`src/rtl/pong_pkg.sv`:
```
// Shared types and defaults for the pong game sequencer.
// PONG_PAUSE_EN adds the PAUSED state encoding.
package pong_pkg;

    typedef enum logic [2:0] {
        ST_IDLE      = 3'd0,
        ST_SERVE     = 3'd1,
        ST_PLAY      = 3'd2,
        ST_MISS      = 3'd3,
        ST_GAME_OVER = 3'd4
`ifdef PONG_PAUSE_EN
        ,
        ST_PAUSED    = 3'd5
`endif
    } state_t;

    typedef logic [3:0] bcd_digit_t;

    localparam int unsigned DEF_SERVE_FRAMES   = 60;
    localparam int unsigned DEF_MISS_FRAMES    = 30;
    localparam int unsigned DEF_HITS_PER_LEVEL = 5;
    localparam int unsigned DEF_START_LIVES    = 3;

    localparam logic [2:0] SPEED_MIN = 3'd1;
    localparam logic [2:0] SPEED_MAX = 3'd7;

    function automatic bcd_digit_t bcd_digit_inc(input bcd_digit_t d);
        return (d == 4'd9) ? 4'd0 : d + 4'd1;
    endfunction

endpackage

```
`src/rtl/pong_sequencer_if.sv`:
```
// Control/status bundle between the pong datapath and the sequencer.
// PONG_PAUSE_EN adds the pause request pulse.
interface pong_sequencer_if;
    import pong_pkg::*;

    logic       frame_tick;
    logic       start;
    logic       paddle_hit;
    logic       ball_miss;
`ifdef PONG_PAUSE_EN
    logic       pause;
`endif
    logic       ball_enable;
    logic       ball_reset;
    logic [2:0] speed;
    logic [1:0] lives;
    logic [7:0] score;
    logic       flash;
    state_t     state;

    modport master (
`ifdef PONG_PAUSE_EN
        output pause,
`endif
        output frame_tick, start, paddle_hit, ball_miss,
        input  ball_enable, ball_reset, speed, lives,
        input  score, flash, state
    );

    modport slave (
`ifdef PONG_PAUSE_EN
        input  pause,
`endif
        input  frame_tick, start, paddle_hit, ball_miss,
        output ball_enable, ball_reset, speed, lives,
        output score, flash, state
    );

endinterface

```
`src/rtl/bcd_score_counter.sv`:
```
// Two-digit BCD hit counter, wraps 99 -> 00.
// Clear has priority over increment.
module bcd_score_counter
    import pong_pkg::*;
(
    input  logic       Clock,
    input  logic       Reset,
    input  logic       clear,
    input  logic       inc,
    output logic [7:0] score
);

    bcd_digit_t tens;
    bcd_digit_t units;

    // Units roll into tens; tens rolls back to zero after 9.
    always_ff @(posedge Clock) begin
        if (Reset || clear) begin
            tens  <= 4'd0;
            units <= 4'd0;
        end else if (inc) begin
            units <= bcd_digit_inc(units);
            if (units == 4'd9)
                tens <= bcd_digit_inc(tens);
        end
    end

    assign score = {tens, units};

endmodule

```
`src/rtl/pong_sequencer.sv`:
```
// Pong game-flow FSM: serve, play, miss, game over.
// PONG_PAUSE_EN adds the pause input and PAUSED state.
module pong_sequencer
    import pong_pkg::*;
#(
    parameter int unsigned SERVE_FRAMES   = DEF_SERVE_FRAMES,
    parameter int unsigned MISS_FRAMES    = DEF_MISS_FRAMES,
    parameter int unsigned HITS_PER_LEVEL = DEF_HITS_PER_LEVEL,
    parameter int unsigned START_LIVES    = DEF_START_LIVES
) (
    input logic              Clock,
    input logic              Reset,
    pong_sequencer_if.slave  bus
);

    localparam logic [7:0] SERVE_LAST = 8'(SERVE_FRAMES - 1);
    localparam logic [7:0] MISS_LAST  = 8'(MISS_FRAMES - 1);
    localparam logic [3:0] HIT_LAST   = 4'(HITS_PER_LEVEL - 1);
    localparam logic [1:0] LIVES_INIT = 2'(START_LIVES);

    state_t     state_q;
    state_t     state_d;
    logic [7:0] frame_cnt;
    logic [3:0] hit_cnt;
    logic [2:0] speed_q;
    logic [1:0] lives_q;
    logic       enable_q;
    logic       pause_in;
    logic       start_ok;
    logic       hit_ok;
    logic       miss_ok;

`ifdef PONG_PAUSE_EN
    assign pause_in = bus.pause;
`else
    assign pause_in = 1'b0;
`endif

    // State register; reset overrides every input that cycle.
    always_ff @(posedge Clock) begin
        if (Reset)
            state_q <= ST_IDLE;
        else
            state_q <= state_d;
    end

    // Next state plus the accepted-event strobes for the datapath.
    always_comb begin
        state_d  = state_q;
        start_ok = 1'b0;
        hit_ok   = 1'b0;
        miss_ok  = 1'b0;
        unique case (state_q)
            ST_IDLE, ST_GAME_OVER: begin
                if (bus.start) begin
                    start_ok = 1'b1;
                    state_d  = ST_SERVE;
                end
            end
            ST_SERVE: begin
                if (bus.frame_tick && frame_cnt == SERVE_LAST)
                    state_d = ST_PLAY;
            end
            ST_PLAY: begin
                if (bus.ball_miss) begin
                    miss_ok = 1'b1;
                    state_d = ST_MISS;
                end else begin
                    hit_ok = bus.paddle_hit;
`ifdef PONG_PAUSE_EN
                    if (pause_in)
                        state_d = ST_PAUSED;
`endif
                end
            end
            ST_MISS: begin
                if (bus.frame_tick && frame_cnt == MISS_LAST)
                    state_d = (lives_q == 2'd0) ? ST_GAME_OVER
                                                : ST_SERVE;
            end
`ifdef PONG_PAUSE_EN
            ST_PAUSED: begin
                if (pause_in)
                    state_d = ST_PLAY;
            end
`endif
            default: state_d = ST_IDLE;
        endcase
    end

    // Frame counter restarts on every state change; counts only in
    // the timed states, so it stays frozen while paused.
    always_ff @(posedge Clock) begin
        if (Reset)
            frame_cnt <= 8'd0;
        else if (state_d != state_q)
            frame_cnt <= 8'd0;
        else if (bus.frame_tick &&
                 (state_q == ST_SERVE || state_q == ST_MISS))
            frame_cnt <= frame_cnt + 8'd1;
    end

    // Lives: loaded on start, one lost per accepted miss.
    always_ff @(posedge Clock) begin
        if (Reset)
            lives_q <= 2'd0;
        else if (start_ok)
            lives_q <= LIVES_INIT;
        else if (miss_ok && lives_q != 2'd0)
            lives_q <= lives_q - 2'd1;
    end

    // Speed level: one step per HITS_PER_LEVEL hits, saturating.
    always_ff @(posedge Clock) begin
        if (Reset || start_ok) begin
            speed_q <= SPEED_MIN;
            hit_cnt <= 4'd0;
        end else if (hit_ok) begin
            if (hit_cnt == HIT_LAST) begin
                hit_cnt <= 4'd0;
                if (speed_q != SPEED_MAX)
                    speed_q <= speed_q + 3'd1;
            end else begin
                hit_cnt <= hit_cnt + 4'd1;
            end
        end
    end

    // One ball update per frame, one cycle after the tick, unless
    // the same cycle loses the ball or pauses the game.
    always_ff @(posedge Clock) begin
        if (Reset)
            enable_q <= 1'b0;
        else
            enable_q <= (state_q == ST_PLAY) && bus.frame_tick &&
                        !bus.ball_miss && !pause_in;
    end

    bcd_score_counter u_score (
        .Clock (Clock),
        .Reset (Reset),
        .clear (start_ok),
        .inc   (hit_ok),
        .score (bus.score)
    );

    assign bus.ball_enable = enable_q;
    assign bus.ball_reset  = (state_q == ST_IDLE)  ||
                             (state_q == ST_SERVE) ||
                             (state_q == ST_GAME_OVER);
    assign bus.speed       = speed_q;
    assign bus.lives       = lives_q;
    // Frame count bit 3 flips every 8 ticks, so MISS starts lit.
    assign bus.flash       = (state_q == ST_MISS) ? ~frame_cnt[3]
                                                  : (state_q == ST_GAME_OVER);
    assign bus.state       = state_q;

endmodule

```
`src/flat_wrapper.sv`:
```
// flat-port wrapper written by rule: the top's interface ports become plain ports
module pong_sequencer_flat import pong_pkg::*;
#(
    parameter int unsigned SERVE_FRAMES   = DEF_SERVE_FRAMES,
    parameter int unsigned MISS_FRAMES    = DEF_MISS_FRAMES,
    parameter int unsigned HITS_PER_LEVEL = DEF_HITS_PER_LEVEL,
    parameter int unsigned START_LIVES    = DEF_START_LIVES
)
  (Clock, Reset, bus_frame_tick, bus_start, bus_paddle_hit, bus_ball_miss, bus_ball_enable, bus_ball_reset, bus_speed, bus_lives, bus_score, bus_flash, bus_state);
  pong_sequencer_if bus_i ();
  input logic Clock;
  input logic Reset;
  input wire logic [$bits(bus_i.frame_tick)-1:0] bus_frame_tick;
  input wire logic [$bits(bus_i.start)-1:0] bus_start;
  input wire logic [$bits(bus_i.paddle_hit)-1:0] bus_paddle_hit;
  input wire logic [$bits(bus_i.ball_miss)-1:0] bus_ball_miss;
  output wire logic [$bits(bus_i.ball_enable)-1:0] bus_ball_enable;
  output wire logic [$bits(bus_i.ball_reset)-1:0] bus_ball_reset;
  output wire logic [$bits(bus_i.speed)-1:0] bus_speed;
  output wire logic [$bits(bus_i.lives)-1:0] bus_lives;
  output wire logic [$bits(bus_i.score)-1:0] bus_score;
  output wire logic [$bits(bus_i.flash)-1:0] bus_flash;
  output wire logic [$bits(bus_i.state)-1:0] bus_state;
  assign bus_i.frame_tick = bus_frame_tick;
  assign bus_i.start = bus_start;
  assign bus_i.paddle_hit = bus_paddle_hit;
  assign bus_i.ball_miss = bus_ball_miss;
  assign bus_ball_enable = bus_i.ball_enable;
  assign bus_ball_reset = bus_i.ball_reset;
  assign bus_speed = bus_i.speed;
  assign bus_lives = bus_i.lives;
  assign bus_score = bus_i.score;
  assign bus_flash = bus_i.flash;
  assign bus_state = bus_i.state;
  pong_sequencer #(.SERVE_FRAMES(SERVE_FRAMES), .MISS_FRAMES(MISS_FRAMES), .HITS_PER_LEVEL(HITS_PER_LEVEL), .START_LIVES(START_LIVES)) u_core (.Clock(Clock), .Reset(Reset), .bus(bus_i));
endmodule
```
`config.mk`:
```
export PLATFORM = sky130hd
export DESIGN_NAME = pong_sequencer_flat
export DESIGN_NICKNAME = d
export VERILOG_FILES = /design/src/rtl/pong_pkg.sv /design/src/rtl/pong_sequencer_if.sv /design/src/rtl/bcd_score_counter.sv /design/src/rtl/pong_sequencer.sv /design/src/flat_wrapper.sv
export SDC_FILE = /design/constraint.sdc
export NUM_CORES = 1
export LEC_CHECK = 0
export ABC_CLOCK_PERIOD_IN_PS = 3700
export CAP_MARGIN = 20
export CORE_UTILIZATION = 55
export DETAILED_ROUTE_END_ITERATION = 7
export HOLD_SLACK_MARGIN = 0.12
export PLACE_DENSITY = 0.85
export SLEW_MARGIN = 20
export SYNTH_ARGS = -nofsm -noshare
export SYNTH_HDL_FRONTEND = slang
export SYNTH_SLANG_ARGS = --single-unit
```
`constraint.sdc`:
```
create_clock -name Clock -period 3.7 [get_ports Clock]
set_clock_uncertainty 0.1 [all_clocks]
set_input_delay 0.555 -clock Clock [delete_from_list [all_inputs] [get_ports Clock]]
set_output_delay 0.555 -clock Clock [all_outputs]
set_load 0.05 [all_outputs]
```
==> report_table.html <==
<table>
<tr><th>Metric</th><th>Value</th></tr>
<tr><th colspan="2">Place</th></tr>
<tr><td>Routability cong.</td><td>0.771</td></tr>
<tr><td>Estimated wirelength of the detail-placed design</td><td>2260 µm</td></tr>
<tr><td>Placed cells</td><td>224</td></tr>
<tr><td>Worst slack after detailed placement</td><td>1090 ps</td></tr>
<tr><td>Quantity of I/O buffers inserted on ports</td><td>24</td></tr>
<tr><th colspan="2">Final layout</th></tr>
<tr><td>Fill cell total of the finished layout</td><td>215</td></tr>
<tr><td>Relative area change from synthesis to final layout</td><td>20.2%</td></tr>
<tr><td>Nets</td><td>213</td></tr>
<tr><td>Share of cells above drive strength 1</td><td>0.0796</td></tr>
<tr><td>Ant diodes</td><td>0</td></tr>
<tr><td>Core utilization of the finished layout</td><td>0.692</td></tr>
<tr><td>Final standard cell count with taps included and fillers excluded</td><td>232</td></tr>
<tr><td>Sequential cell area</td><td>581 µm²</td></tr>
<tr><td>Combined area of the multi-input logic cells</td><td>908 µm²</td></tr>
<tr><th colspan="2">Global routing</th></tr>
<tr><td>Aggregate global routing overflow</td><td>0</td></tr>
<tr><td>Met2 Track Usage GR</td><td>0.391</td></tr>
<tr><td>Global-route wire length before repair</td><td>5580 µm</td></tr>
<tr><td>Via count of the first global-routing pass</td><td>1,323</td></tr>
<tr><td>Met1 track demand over resource</td><td>0.269</td></tr>
<tr><td>Met3 Use GR</td><td>0.0913</td></tr>
<tr><td>Most used routing layer in global routing</td><td>met2</td></tr>
<tr><td>Largest net degree at the start of global routing</td><td>17</td></tr>
<tr><td>Global-route usage over all layers</td><td>0.231</td></tr>
<tr><td>Number of antenna violations at the first check in global routing</td><td>0</td></tr>
<tr><th colspan="2">Worst setup path</th></tr>
<tr><td>Worst endpoint data arrival time</td><td>2370 ps</td></tr>
<tr><td>Delay contributed by the slowest stage of the critical path</td><td>830 ps</td></tr>
<tr><td>Crit path max-delay family</td><td>buffers and inverters</td></tr>
<tr><td>CP endpoint</td><td>bus_flash</td></tr>
<tr><td>Kind of critical path</td><td>reg -&gt; out</td></tr>
<tr><td>Critical Path Sink Type</td><td>output port</td></tr>
<tr><td>Instance count on the critical path</td><td>4</td></tr>
<tr><td>Worst path slowest cell</td><td>sky130_fd_sc_hd__clkdlybuf4s50_1</td></tr>
<tr><td>Chain of cells forming the critical path</td><td>nor2b_1 &gt; nand2_1 &gt; o21ai_0 &gt; clkdlybuf4s50_1</td></tr>
<tr><td>Maximum fanout along the worst path</td><td>12</td></tr>
<tr><td>Origin of the critical flop-to-flop path</td><td>u_core.bus.state[1]</td></tr>
<tr><td>Buffer and inverter count on the worst path</td><td>1</td></tr>
<tr><td>Startpoint of the worst setup timing path</td><td>u_core.bus.state[1]</td></tr>
<tr><td>Setup slack of the worst register-to-register path</td><td>1500 ps</td></tr>
<tr><td>Nature of the critical path startpoint</td><td>register</td></tr>
<tr><td>Required time reported for the critical path endpoint</td><td>3040 ps</td></tr>
<tr><td>Worst flop-to-flop path endpoint</td><td>u_core.u_score.tens[2]</td></tr>
<tr><td>Length in cells of the worst reg-to-reg path</td><td>4</td></tr>
<tr><th colspan="2">Synth</th></tr>
<tr><td>Post-synth design cell area</td><td>1570 µm²</td></tr>
<tr><td>Sequential fraction of the synthesis area</td><td>0.369</td></tr>
<tr><td>Ys flop type</td><td>sky130_fd_sc_hd__dfxtp_1</td></tr>
<tr><td>Most frequent cell after synthesis</td><td>sky130_fd_sc_hd__dfxtp_1</td></tr>
<tr><td>Cell taking the most area after synthesis</td><td>sky130_fd_sc_hd__dfxtp_1</td></tr>
<tr><td>Synthesized netlist cell count</td><td>177</td></tr>
<tr><td>Most common library cells after synthesis</td><td>sky130_fd_sc_hd__dfxtp_1, sky130_fd_sc_hd__nor2_1, sky130_fd_sc_hd__nor3_1</td></tr>
<tr><td>Number of synthesized flops with an enable pin</td><td>0</td></tr>
<tr><td>Area contributors post-synth</td><td>sky130_fd_sc_hd__dfxtp_1, sky130_fd_sc_hd__ha_1, sky130_fd_sc_hd__nor3_1</td></tr>
<tr><td>Share of flip-flops with an asynchronous set or reset after synthesis</td><td>0</td></tr>
<tr><td>Area fraction of the dominant cell type after synthesis</td><td>0.369</td></tr>
<tr><td>Net Count, Synth</td><td>190</td></tr>
<tr><td>Count of state elements after synthesis</td><td>29</td></tr>
<tr><td>Warnings, synthesis</td><td>0</td></tr>
<tr><td>Number of unique standard cell types used by synthesis</td><td>44</td></tr>
<tr><td>Post-synthesis average cell area</td><td>8.89 µm²</td></tr>
<tr><th colspan="2">Drt</th></tr>
<tr><td>Wirelength per Cell</td><td>13.7 µm</td></tr>
<tr><td>Count of vias placed by the detailed router</td><td>1,354</td></tr>
<tr><td>Number of remaining DRC errors</td><td>0</td></tr>
<tr><td>Ratio of routed vias to standard cells</td><td>5.84</td></tr>
<tr><td>Count of nets left with antenna violations after detail routing</td><td>0</td></tr>
<tr><td>Count of routing violations after the opening detailed-route iteration</td><td>50</td></tr>
<tr><td>Router iterations before antenna repair</td><td>4</td></tr>
<tr><td>Total wirelength of the detailed-routed design</td><td>3180 µm</td></tr>
<tr><th colspan="2">STA</th></tr>
<tr><td>Tightest slew margin relative to the limit</td><td>0.527</td></tr>
<tr><td>Part of the cycle the worst path needs</td><td>0.817</td></tr>
<tr><td>Number of hold violations in the final report</td><td>0</td></tr>
<tr><td>Min Clock Period, post-route</td><td>3020 ps</td></tr>
<tr><td>Final setup slack of the worst path</td><td>676 ps</td></tr>
<tr><td>Final total negative setup slack</td><td>0 ps</td></tr>
<tr><td>Final setup vio count</td><td>0</td></tr>
<tr><td>Highest Clock Rate</td><td>0.331 GHz</td></tr>
<tr><td>Worst slew pin tran</td><td>707 ps</td></tr>
<tr><td>Final slew viol count</td><td>0</td></tr>
<tr><td>Worst Hold Slack</td><td>406 ps</td></tr>
<tr><td>RSZ-0062 raised after global routing</td><td>no</td></tr>
<tr><th colspan="2">Hold path</th></tr>
<tr><td>Hold/Removal Path Class</td><td>reg -&gt; reg</td></tr>
<tr><th colspan="2">CTS</th></tr>
<tr><td>Clock input transition at the sequential cells of the worst setup and hold paths</td><td>90 ps</td></tr>
<tr><td>Number of buffers inserted during clock tree synthesis</td><td>5</td></tr>
<tr><td>Number of buffers on the longest clock path</td><td>2</td></tr>
<tr><td>Post-cts resize count</td><td>0</td></tr>
<tr><td>Number of clock sinks seen by CTS</td><td>29</td></tr>
<tr><td>Clock H-tree levels</td><td>2</td></tr>
<tr><td>Clock root buffer</td><td>sky130_fd_sc_hd__clkbuf_4</td></tr>
<tr><td>Insertion delay of the later-clocked pin in the worst-skew pair</td><td>340 ps</td></tr>
<tr><td>CTS Hold Bufs</td><td>0</td></tr>
<tr><td>Post-CTS setup buffer count</td><td>0</td></tr>
<tr><td>Clock tree from TritonCTS</td><td>done</td></tr>
<tr><th colspan="2">Floorplanning</th></tr>
<tr><td>Number of core rows</td><td>19</td></tr>
<tr><td>Die outline height</td><td>55.5 µm</td></tr>
<tr><td>Ports</td><td>25</td></tr>
<tr><td>Effective utilization at floorplan</td><td>0.575</td></tr>
<tr><td>Core area</td><td>2730 µm²</td></tr>
<tr><td>Horizontal die dimension</td><td>55.5 µm</td></tr>
<tr><td>Area of the die</td><td>3080 µm²</td></tr>
<tr><th colspan="2">Power and ir drop</th></tr>
<tr><td>Worst VDD drop</td><td>437 µV</td></tr>
<tr><td>Static Leakage</td><td>0.681 nW</td></tr>
<tr><td>Power density over cell area</td><td>346 nW/µm²</td></tr>
<tr><th colspan="2">Job</th></tr>
<tr><td>Number of maximum-capacitance violations</td><td>0</td></tr>
<tr><th colspan="2">Status</th></tr>
<tr><td>Run status</td><td>complete, no violations</td></tr>
</table>
[kinds of logic (layout without fill, tap and decap cells)]
kind of cell,after synthesis,after routing,synth area share
AND/OR/NAND/NOR,79,79,0.291
flip-flops,29,29,0.369
AO/OA/AOI/OAI,28,28,0.138
buffers and inverters,18,42,0.0533
XOR/XNOR,11,11,0.0613
adder cells (fa/ha/maj),7,7,0.0557
multiplexers,5,5,0.0318
[final cells by class]
type / count / area share
Timing Repair Buffer: 24 / 0.127
Sequential cell: 29 / 0.307
Clock buffer: 7 / 0.0291
Tap cell: 31 / 0.0205
Inverter: 10 / 0.0199
Clock inverter: 1 / 0.0159
Multi-Input combinational cell: 130 / 0.480
[routing by layer]
metal	part of all wire	vias up
met2	0.48	33
met1	0.47	644
li1	-	672
met5	0	-
met4	0.014	0
met3	0.039	5
[metrics by stage]
| stage | power (mW) | instance area [µm²] |
|---|---|---|
| after global placement | 0.383 | 1810 |
| after detailed placement | 0.384 | 1810 |
| after floorplan | 0.366 | 1570 |
| final | 0.653 | 1890 |
| after CTS | 0.654 | 1890 |
| after global routing | 0.680 | 1890 |
[power by group]
| part | leakage (nW) | switching (mW) | internal [mW] |
|---|---|---|---|
| sequential | 0.234 | 0.00652 | 0.316 |
| combinational | 0.401 | 0.0342 | 0.0210 |
| clock | 0.0455 | 0.115 | 0.161 |
[how the worst min path moves through the flow]
| stage | from | to | slack, ps | cells after the start |
|---|---|---|---|---|
| 2_1_floorplan | u_core.hit_cnt[2] | u_core.hit_cnt[2] | 360 | 2 |
| 3_3_place_gp | u_core.hit_cnt[2] | u_core.hit_cnt[2] | 380 | 2 |
| 3_5_place_dp | u_core.hit_cnt[1] | u_core.hit_cnt[1] | 390 | 2 |
| 4_1_cts | u_core.hit_cnt[1] | u_core.hit_cnt[1] | 410 | 2 |
| 5_1_grt | u_core.hit_cnt[1] | u_core.hit_cnt[1] | 430 | 2 |
| 6_report | u_core.hit_cnt[1] | u_core.hit_cnt[1] | 410 | 2 |
[registers in the layout (all words and copies together) (netlist names)]
name,cells
u_core.bus.speed,3
u_core.u_score.units,4
u_core.bus.state,3
u_core.bus.ball_enable,1
u_core.bus.lives,2
u_core.u_score.tens,4
u_core.hit_cnt,4
u_core.frame_cnt,8
[tightest hold or removal path, cell delays in order, from the launching register on]
cell and delay (ps):
sky130_fd_sc_hd__dfxtp_1 350, sky130_fd_sc_hd__nand2_1 60, sky130_fd_sc_hd__a21oi_1 60
[placed cells by master, fill, tap and decap left out, types with 2 or more instances in the layout]
cell	n
sky130_fd_sc_hd__o21ai_0	4
sky130_fd_sc_hd__a211oi_1	2
sky130_fd_sc_hd__mux2i_1	5
sky130_fd_sc_hd__ha_1	7
sky130_fd_sc_hd__xor2_1	7
sky130_fd_sc_hd__nor3_1	14
sky130_fd_sc_hd__clkdlybuf4s50_1	24
sky130_fd_sc_hd__dfxtp_1	29
sky130_fd_sc_hd__clkbuf_4	5
sky130_fd_sc_hd__inv_1	10
sky130_fd_sc_hd__nor2_1	17
sky130_fd_sc_hd__nor2b_1	3
sky130_fd_sc_hd__nand4_1	4
sky130_fd_sc_hd__a21oi_1	10
sky130_fd_sc_hd__and3b_1	3
sky130_fd_sc_hd__or3_1	3
sky130_fd_sc_hd__and3_1	2
sky130_fd_sc_hd__nand3_1	6
sky130_fd_sc_hd__nand2b_1	4
sky130_fd_sc_hd__nor3b_1	3
sky130_fd_sc_hd__nand4b_1	3
sky130_fd_sc_hd__xnor2_1	4
sky130_fd_sc_hd__nand2_1	10
(Power assumes the default switching activity.)
